File: src/rtl/vga_pkg.sv
// rtl/vga_pkg.sv - shared VGA timing defaults, pixel type and total-length helper
// Contents:
//   DEF_* localparams : 640x480@60 timing set used as the top-level defaults
//   rgb222_t          : 2-bit-per-channel packed colour, r in the MSBs
//   vga_total()       : active + front porch + sync + back porch for one axis
package vga_pkg;

    localparam int DEF_H_ACTIVE = 640;
    localparam int DEF_H_FP     = 16;
    localparam int DEF_H_SYNC   = 96;
    localparam int DEF_H_BP     = 48;
    localparam int DEF_V_ACTIVE = 480;
    localparam int DEF_V_FP     = 10;
    localparam int DEF_V_SYNC   = 2;
    localparam int DEF_V_BP     = 33;

    typedef struct packed {
        logic [1:0] r;
        logic [1:0] g;
        logic [1:0] b;
    } rgb222_t;

    function automatic int vga_total(input int active, input int fp, input int sync, input int bp);
        return active + fp + sync + bp;
    endfunction

endpackage

File: src/rtl/vga_axis_counter.sv
// rtl/vga_axis_counter.sv - one raster axis counter (horizontal or vertical)
// Counts 0..TOTAL-1 on each inc_i and wraps to 0.
// Ports:
//   clk_i, rst_i : clock, asynchronous active-high reset
//   inc_i        : advance the count by one
//   cnt_o        : current position on the axis
//   wrap_o       : count is at TOTAL-1 (terminal count, not qualified by inc_i)
//   active_o     : count lies in the visible region
//   sync_o       : count lies in the sync pulse region
module vga_axis_counter import vga_pkg::*; #(
    parameter int ACTIVE = 640,
    parameter int FP     = 16,
    parameter int SYNC   = 96,
    parameter int BP     = 48,
    parameter int W      = $clog2(vga_total(ACTIVE, FP, SYNC, BP))
) (
    input  logic         clk_i,
    input  logic         rst_i,
    input  logic         inc_i,
    output logic [W-1:0] cnt_o,
    output logic         wrap_o,
    output logic         active_o,
    output logic         sync_o
);

    localparam int TOTAL = vga_total(ACTIVE, FP, SYNC, BP);

    localparam logic [W-1:0] LAST       = W'(TOTAL - 1);
    localparam logic [W-1:0] ACT_END    = W'(ACTIVE);
    localparam logic [W-1:0] SYNC_START = W'(ACTIVE + FP);
    localparam logic [W-1:0] SYNC_END   = W'(ACTIVE + FP + SYNC);

    logic [W-1:0] cnt_q;
    logic [W-1:0] cnt_d;

    always_comb begin
        cnt_d = cnt_q;
        if (inc_i) begin
            cnt_d = (cnt_q == LAST) ? '0 : cnt_q + W'(1);
        end
    end

    always_ff @(posedge clk_i or posedge rst_i) begin
        if (rst_i) begin
            cnt_q <= '0;
        end else begin
            cnt_q <= cnt_d;
        end
    end

    assign cnt_o    = cnt_q;
    assign wrap_o   = (cnt_q == LAST);
    assign active_o = (cnt_q < ACT_END);
    assign sync_o   = (cnt_q >= SYNC_START) && (cnt_q < SYNC_END);

endmodule

File: src/rtl/vga_timing_gen.sv
// rtl/vga_timing_gen.sv - VGA raster timing generator and registered colour/sync output stage
// Optional feature macro: VGA_TEST_PATTERN_EN (adds tp_en_i and an 8-bar colour test pattern).
// Ports:
//   clk_i, rst_i       : pixel clock, asynchronous active-high reset
//   en_i               : advance raster; low freezes counters and output stage
//   x_o, y_o, de_o     : stage-0 pixel request (current coordinate and display-enable)
//   pix_i              : {rr,gg,bb} for the coordinate currently on x_o/y_o
//   tp_en_i            : test-pattern select (VGA_TEST_PATTERN_EN builds only)
//   r_o, g_o, b_o      : registered colour, blanked outside the active area
//   hs_o, vs_o         : registered sync levels, aligned with the colour
//   next_vertical_o    : 1-clock strobe while the output shows the last clock of a line
//   next_frame_o       : 1-clock strobe while the output shows the last clock of a frame
module vga_timing_gen import vga_pkg::*; #(
    parameter int H_ACTIVE = DEF_H_ACTIVE,
    parameter int H_FP     = DEF_H_FP,
    parameter int H_SYNC   = DEF_H_SYNC,
    parameter int H_BP     = DEF_H_BP,
    parameter int V_ACTIVE = DEF_V_ACTIVE,
    parameter int V_FP     = DEF_V_FP,
    parameter int V_SYNC   = DEF_V_SYNC,
    parameter int V_BP     = DEF_V_BP,
    parameter int HS_POL   = 0,
    parameter int VS_POL   = 0,
    localparam int XW      = $clog2(vga_total(H_ACTIVE, H_FP, H_SYNC, H_BP)),
    localparam int YW      = $clog2(vga_total(V_ACTIVE, V_FP, V_SYNC, V_BP))
) (
    input  logic          clk_i,
    input  logic          rst_i,
    input  logic          en_i,
    output logic [XW-1:0] x_o,
    output logic [YW-1:0] y_o,
    output logic          de_o,
    input  logic [5:0]    pix_i,
`ifdef VGA_TEST_PATTERN_EN
    input  logic          tp_en_i,
`endif
    output logic [1:0]    r_o,
    output logic [1:0]    g_o,
    output logic [1:0]    b_o,
    output logic          hs_o,
    output logic          vs_o,
    output logic          next_vertical_o,
    output logic          next_frame_o
);

    if (H_ACTIVE < 1 || H_FP < 1 || H_SYNC < 1 || H_BP < 1) begin : g_bad_h
        $error("vga_timing_gen: every horizontal timing parameter must be >= 1");
    end
    if (V_ACTIVE < 1 || V_FP < 1 || V_SYNC < 1 || V_BP < 1) begin : g_bad_v
        $error("vga_timing_gen: every vertical timing parameter must be >= 1");
    end
    if ((HS_POL != 0 && HS_POL != 1) || (VS_POL != 0 && VS_POL != 1)) begin : g_bad_pol
        $error("vga_timing_gen: HS_POL and VS_POL must each be 0 or 1");
    end

    localparam logic HS_ACT = (HS_POL != 0);
    localparam logic VS_ACT = (VS_POL != 0);

    logic [XW-1:0] h_cnt;
    logic [YW-1:0] v_cnt;
    logic          h_last, h_act, h_sync;
    logic          v_last, v_act, v_sync;
    logic          de;

    vga_axis_counter #(
        .ACTIVE (H_ACTIVE),
        .FP     (H_FP),
        .SYNC   (H_SYNC),
        .BP     (H_BP),
        .W      (XW)
    ) u_h_cnt (
        .clk_i    (clk_i),
        .rst_i    (rst_i),
        .inc_i    (en_i),
        .cnt_o    (h_cnt),
        .wrap_o   (h_last),
        .active_o (h_act),
        .sync_o   (h_sync)
    );

    // The line counter only steps on the enabled clock that wraps h.
    vga_axis_counter #(
        .ACTIVE (V_ACTIVE),
        .FP     (V_FP),
        .SYNC   (V_SYNC),
        .BP     (V_BP),
        .W      (YW)
    ) u_v_cnt (
        .clk_i    (clk_i),
        .rst_i    (rst_i),
        .inc_i    (en_i & h_last),
        .cnt_o    (v_cnt),
        .wrap_o   (v_last),
        .active_o (v_act),
        .sync_o   (v_sync)
    );

    assign de   = h_act & v_act;
    assign x_o  = h_cnt;
    assign y_o  = v_cnt;
    assign de_o = de;

    rgb222_t pix_sel;

`ifdef VGA_TEST_PATTERN_EN
    // Bar index only matters inside the active area, where it is always < 8.
    logic [2:0] bar_k;
    assign bar_k   = 3'({h_cnt, 3'b000} / (XW + 3)'(H_ACTIVE));
    assign pix_sel = tp_en_i ? rgb222_t'({{2{bar_k[2]}}, {2{bar_k[1]}}, {2{bar_k[0]}}})
                             : rgb222_t'(pix_i);
`else
    assign pix_sel = rgb222_t'(pix_i);
`endif

    rgb222_t rgb_q, rgb_d;
    logic    hs_q, hs_d;
    logic    vs_q, vs_d;
    logic    nv_q, nv_d;
    logic    nf_q, nf_d;

    // Strobes clear on a frozen clock so a held stage cannot re-pulse.
    always_comb begin
        rgb_d = rgb_q;
        hs_d  = hs_q;
        vs_d  = vs_q;
        nv_d  = 1'b0;
        nf_d  = 1'b0;
        if (en_i) begin
            rgb_d = de ? pix_sel : rgb222_t'(6'h00);
            hs_d  = h_sync ? HS_ACT : ~HS_ACT;
            vs_d  = v_sync ? VS_ACT : ~VS_ACT;
            nv_d  = h_last;
            nf_d  = h_last & v_last;
        end
    end

    always_ff @(posedge clk_i or posedge rst_i) begin
        if (rst_i) begin
            rgb_q <= rgb222_t'(6'h00);
            hs_q  <= ~HS_ACT;
            vs_q  <= ~VS_ACT;
            nv_q  <= 1'b0;
            nf_q  <= 1'b0;
        end else begin
            rgb_q <= rgb_d;
            hs_q  <= hs_d;
            vs_q  <= vs_d;
            nv_q  <= nv_d;
            nf_q  <= nf_d;
        end
    end

    assign r_o             = rgb_q.r;
    assign g_o             = rgb_q.g;
    assign b_o             = rgb_q.b;
    assign hs_o            = hs_q;
    assign vs_o            = vs_q;
    assign next_vertical_o = nv_q;
    assign next_frame_o    = nf_q;

endmodule
File: config.mk
export PLATFORM = sky130hd
export DESIGN_NAME = vga_timing_gen
export DESIGN_NICKNAME = d
export VERILOG_FILES = /design/src/rtl/vga_pkg.sv /design/src/rtl/vga_axis_counter.sv /design/src/rtl/vga_timing_gen.sv
export SDC_FILE = /design/constraint.sdc
export NUM_CORES = 1
export LEC_CHECK = 0
export ABC_AREA = 1
export ABC_CLOCK_PERIOD_IN_PS = 4100
export BUFFER_PORTS_ARGS = -buffer_cell sky130_fd_sc_hd__buf_2
export CAP_MARGIN = 15
export CORE_MARGIN = 2
export CORE_UTILIZATION = 55
export CTS_CLUSTER_SIZE = 24
export DETAILED_ROUTE_END_ITERATION = 8
export PLACE_DENSITY = 0.82
export SETUP_SLACK_MARGIN = 0.15
export SYNTH_ARGS = -nofsm -noshare
export SYNTH_HDL_FRONTEND = slang
export SYNTH_SLANG_ARGS = --single-unit
File: constraint.sdc
create_clock -name clk_i -period 4.1 [get_ports clk_i]
set_clock_uncertainty 0.1 [all_clocks]
set_input_delay 0 -clock clk_i [delete_from_list [all_inputs] [get_ports clk_i]]
set_output_delay 0 -clock clk_i [all_outputs]
set_load 0.01 [all_outputs]
==> flow_summary.ini, run 1 <==
[drt]
via_per_inst = 5.22
dr.pass1.iters = 4
wl_um = 3600
drt-wirelength-per-cell_um = 12.3
via_count = 1536
drc = 0
drtIter0Drc = 66
antenna_left = 0

[global_routing]
grtUsageTotal = 0.235
grt.overflow.total = 0
grt_pass1_wl_um = 6070
grt_pass1_vias = 1388
antenna_found_initial = 0
grt_max_degree = 31

[power_and_ir_drop]
p_leak_nw = 1.06
max-vdd-ir-drop_uv = 443
power.density_nw_per_um2 = 425
power_mw = 0.877

[cells_and_area]
drive_gt1_frac = 0.240
n_antenna_cell = 0
syn2layout_area_growth_pct = 26.8
layout_common_cells = nand2_1 (47), buf_2 (39), inv_1 (30), dfrtp_1 (28), nor2_1 (19)
final_common_cell = nand2_1
regArea_um2 = 753
fin_nets = 275
multi_input_area_um2 = 747
nFillCells = 214

[clocking]
hold_buffers = 14
clk_pin_slew_worst_paths_ns = 0.09
cts_buffers = 5
postCtsSetupBuffers = 0
cts.repair.resized = 0
cts.root.buffer_cell = clkbuf_4
cts_num_sinks = 30
cts_tree = done
h-tree-depth = 2
clockBufferDepth = 2
clk_latency_ns = 0.33

[floorplan]
dieArea_um2 = 3410
die_h_um = 58.4
rows = 19
ios = 40
start_util = 0.586
die_x_um = 58.4
fp.coreArea_um2 = 2780

[placement]
io_buffers = 39
gp_congestion = 0.889
dp_slack_ns = 2.56
dp_hpwl_um = 2480

[job]
drv_cap = 0

[synth]
ys_seq_area_frac = 0.462
yosys_warnings = 0
yosysTopAreaCell = dfrtp_1
synth.distinct_cells = 29
synth_fp_nets = 216
syn_area_per_cell_um2 = 8.02
synth-seq-cells = 30
netlist_instances = 203
syn_area_um2 = 1630
synth.area.top_cells = dfrtp_1 (43%), nand2_1 (11%), inv_1 (6.9%), o21ai_0 (5.5%), nor2_1 (4.4%)
synth_top_area_share = 0.430

[setup_path]
worstPathRequired_ns = 4.00
slowest_stage = dfrtp_1
crit_chain = nand2_1 > nor2_1 > nand2_1 > nand4_1 > inv_1 > buf_2
end_kind = primary output
path_class = reg -> out
critPathBufInv = 2
crit_arrival_ns = 1.65
cpMostUsedCell = nand2_1
max_stage_delay_ns = 0.46
worst_setup_path_start_kind = register
crit_fanout = 7
cp_top_family = simple AND/OR/NAND/NOR gates

[sta]
setup_ws_ns = 2.35
fmax_ghz = 0.572
finalCritPeriodShare = 0.426
setup_viol = 0
period_minus_slack_ns = 1.75
rsz0062_at_grt = no
max-slew-margin-rel = 0.591
drv_slew = 0
worst_pin_slew_ns = 0.613
tns_ns = 0
whs_ns = 0.180
finalHoldViolCount = 0

[status]
outcome = finished clean

[min_path]
hp-class = in -> async
-- cell families (layout without fill, tap and decap cells) --
| group | Yosys count | in the layout | synth area share |
|---|---|---|---|
| and+or+nand+nor | 105 | 105 | 0.320 |
| buffers and inverters | 33 | 93 | 0.0791 |
| adders and majority gates | 4 | 4 | 0.0307 |
| xor gates and xnor gates | 4 | 4 | 0.0215 |
| AOI/OAI and AO/OA | 27 | 27 | 0.0860 |
| DFF | 30 | 30 | 0.462 |
-- synth_stat cells, drive strengths merged --
cell    number
dfstp        2
nor3         3
xor2         3
xnor2        1
nor4         1
dfrtp       28
o221ai       1
ha           4
or2          2
a21oi        3
nand3       12
nand2       49
buf          2
o21ai       22
a31oi        1
inv         31
nand4       12
nor2        25
nand3b       1
-- flip-flops by register name, indices dropped and copies added, names as in the netlist --
register         cells
b_o                  2
g_o                  2
hs_o                 1
next_frame_o         1
next_vertical_o      1
r_o                  2
u_h_cnt.cnt_o       10
u_v_cnt.cnt_o       10
vs_o                 1
-- area by class of cell --
cell class | count | area share
Clock inverter | 1 | 0.00242
Timing Repair Buffer | 54 | 0.170
Tap cell | 31 | 0.0188
Inverter | 31 | 0.0563
Multi-Input combinational cell | 140 | 0.362
Clock buffer | 7 | 0.0267
Sequential cell | 30 | 0.365
-- path summary, 6_finish.rpt --
check,cells after the start,end,slack [ns],startpoint
min in group clk_i,2,b_o[1]$_DFFE_PP0P_,0.38,b_o[1]$_DFFE_PP0P_
max in group asynchronous,4,hs_o$_DFFE_PP1P_,3.12,rst_i
hold / removal,3,u_v_cnt.cnt_o[8]$_DFFE_PP0P_,0.18,rst_i
setup / recovery,6,de_o,2.35,u_v_cnt.cnt_o[6]$_DFFE_PP0P_
hold reg to reg,2,b_o[1]$_DFFE_PP0P_,0.38,b_o[1]$_DFFE_PP0P_
setup reg to reg,6,u_v_cnt.cnt_o[5]$_DFFE_PP0P_,2.54,u_h_cnt.cnt_o[1]$_DFFE_PP0P_
-- power breakdown --
part / switching (mW) / internal (mW)
clock network: 0.0997 / 0.0830
logic: 0.172 / 0.106
registers: 0.0607 / 0.355
total: 0.332 / 0.545
-- routing by layer --
layer | global-route usage | share of wire | wire length (um)
met4 | 0.0963 | 0.013 | 48
met5 | 0 | 0 | 0
met2 | 0.355 | 0.45 | 1620
met1 | 0.322 | 0.47 | 1700
met3 | 0.0593 | 0.065 | 234
-- metrics by stage --
step,std cells,util,instance area [um^2]
2_1_floorplan,203,-,1630
3_3_place_gp,271,0.665,1850
3_5_place_dp,271,0.665,1850
4_1_cts,293,0.737,2050
5_1_grt,294,0.743,2070
6_report,294,0.743,2070
-- worst register-to-register path, stage by stage, from the launching register on --
cell,delay [ns]
dfrtp_1,0.39
ha_1,0.21
nand2_1,0.13
nor2_4,0.15
nand4_2,0.21
nor3_1,0.20
nor2_1,0.06
(Power assumes the default switching activity.)
==> run 2, diff against run 1 <==
Settings changed: ABC_CLOCK_PERIOD_IN_PS 4100 to 1400, CORE_UTILIZATION 55 to 47, PLACE_DENSITY 0.82 to 0.74.
Clock period 4.1 ns to 1.4 ns, I/O delays scaled along.
==> flow_summary.ini, run 2 (same netlist as run 1, synthesis figures left out) <==
[status]
outcome = finished with violations
violations = negative setup slack

[placement]
gp_congestion = 0.809
dpl.cell_count = 301
dp_slack_ns = -0.0255
placed_area_um2 = 2030
io_buffers = 39
dp_hpwl_um = 2740

[floorplan]
fp.coreArea_um2 = 3340
rows = 21
start_util = 0.488
ios = 40
dieArea_um2 = 3950
die_h_um = 62.9
die_x_um = 62.9

[power_and_ir_drop]
p_clk_frac = 0.183
switchingPower_mw = 1.17
seqPwrFrac = 0.409
max-vdd-ir-drop_uv = 988
p_leak_nw = 1.20
switching_share = 0.393
intPower_mw = 1.81
power_mw = 2.98
power_frac_comb = 0.408
power.density_nw_per_um2 = 1220

[cells_and_area]
final_common_cell = nand2_1
finalInstanceArea_um2 = 2450
layout_common_cells = nand2_1 (39), buf_2 (38), inv_1 (23), buf_4 (22), dfrtp_1 (20)
nFillCells = 256
utilization = 0.733
finalNonFillerCells = 333
syn2layout_area_growth_pct = 50.2
fin_nets = 299
n_antenna_cell = 0
drive_gt1_frac = 0.470

[sta]
finalHoldViolCount = 0
rsz0062_at_grt = yes
setup_ws_ns = -0.0727
period_minus_slack_ns = 1.47
tns_ns = -0.267
max-slew-margin-rel = 0.743
finalCritPeriodShare = 1.05
setup_viol = 10
whs_ns = 0.0397
worst_pin_slew_ns = 0.386
drv_slew = 0
fmax_ghz = 0.679

[setup_path]
end_kind = register
worstPathRequired_ns = 1.51
reg2reg_depth = 7
crit_fanout = 3
worst_setup_path_start_kind = register
crit_arrival_ns = 1.59
path_class = reg -> reg

[min_path]
min_path_cells = 4
hp-class = in -> reg

[clocking]
cts_tree = done
clk_latency_ns = 0.33
h-tree-depth = 2
cts_buffers = 5
clockBufferDepth = 2
cts.root.buffer_cell = clkbuf_4
clk_pin_slew_worst_paths_ns = 0.10
cts_num_sinks = 30

[global_routing]
grt.overflow.total = 0
grt_pass1_vias = 1603
antenna_found_initial = 0
grt_max_degree = 31
grtUsageTotal = 0.233
grt_pass1_wl_um = 7330

[drt]
drt-wirelength-per-cell_um = 13.5
dr.pass1.iters = 4
drtIter0Drc = 41
drc = 0
wl_um = 4490
via_per_inst = 5.03
via_count = 1675
antenna_left = 0

[job]
drv_cap = 0
## run 2: changes by cell type in the layout (fill, tap and decap cells not counted), moves of 5 or more
cell,change
o21ai_1,+8
inv_1,-7
o21ai_2,+6
buf_4,+22
nand2_1,-8
o21ai_0,-14
buf_6,+8
nand2_2,+7
dfrtp_2,+8
inv_2,+6
dlygate4sd3_1,-5
dfrtp_1,-8
nor2_1,-7
## run 2: critical path: stages (launching register included)
cell     delay (ns)
dfrtp_2        0.42
ha_4           0.16
nand2_4        0.07
nor2_4         0.14
nand3_4        0.14
buf_4          0.17
nand3_1        0.07
o21ai_0        0.08
## run 2: layout make-up
cell class                      instances  area [um^2]  share of cell area
Inverter                               31          119              0.0486
Clock buffer                            7         55.1              0.0225
Sequential cell                        30          763               0.312
Clock inverter                          1         5.00             0.00204
Timing Repair Buffer                   77          536               0.219
Tap cell                               46         57.6              0.0235
Multi-Input combinational cell        141          912               0.373
## run 2: repair_timing
item / CTS / global route
resized for setup: 28 / 31
hold buffers: 9 / 0
pin swaps: 13 / 16
endpoints found under the hold margin: 39 / 0
gates cloned: 1 / 0
setup buffers: 7 / 7
setup endpoints to repair: 25 / 30
## run 2: path summary, 6_finish.rpt
| path | slack [ns] | start | end |
|---|---|---|---|
| worst min-delay path | 0.04 | en_i | g_o[1]$_DFFE_PP0P_ |
| worst min register to register | 0.38 | g_o[1]$_DFFE_PP0P_ | g_o[1]$_DFFE_PP0P_ |
| min in group asynchronous | 0.18 | rst_i | u_v_cnt.cnt_o[8]$_DFFE_PP0P_ |
| max in group asynchronous | 0.69 | rst_i | hs_o$_DFFE_PP1P_ |
| worst max register to register | -0.07 | u_h_cnt.cnt_o[0]$_DFFE_PP0P_ | u_h_cnt.cnt_o[0]$_DFFE_PP0P_ |
| worst max-delay path | -0.07 | u_h_cnt.cnt_o[0]$_DFFE_PP0P_ | u_h_cnt.cnt_o[0]$_DFFE_PP0P_ |
## run 2: power by group through the flow
stage	Sequential, mW	Combinational (mW)	Clock [mW]
3_3_place_gp	1.22	0.930	0
4_1_cts	1.21	1.06	0.552
2_1_floorplan	1.32	0.444	0
3_5_place_dp	1.22	0.943	0
6_report	1.22	1.21	0.545
5_1_grt	1.25	1.32	0.601
## run 2: metal layers
metal	part of all wire	up-vias	GRT usage
met5	0	-	0
met4	0.0051	0	0.0611
met3	0.057	4	0.0649
met2	0.50	57	0.372
met1	0.44	782	0.310
li1	-	832	-
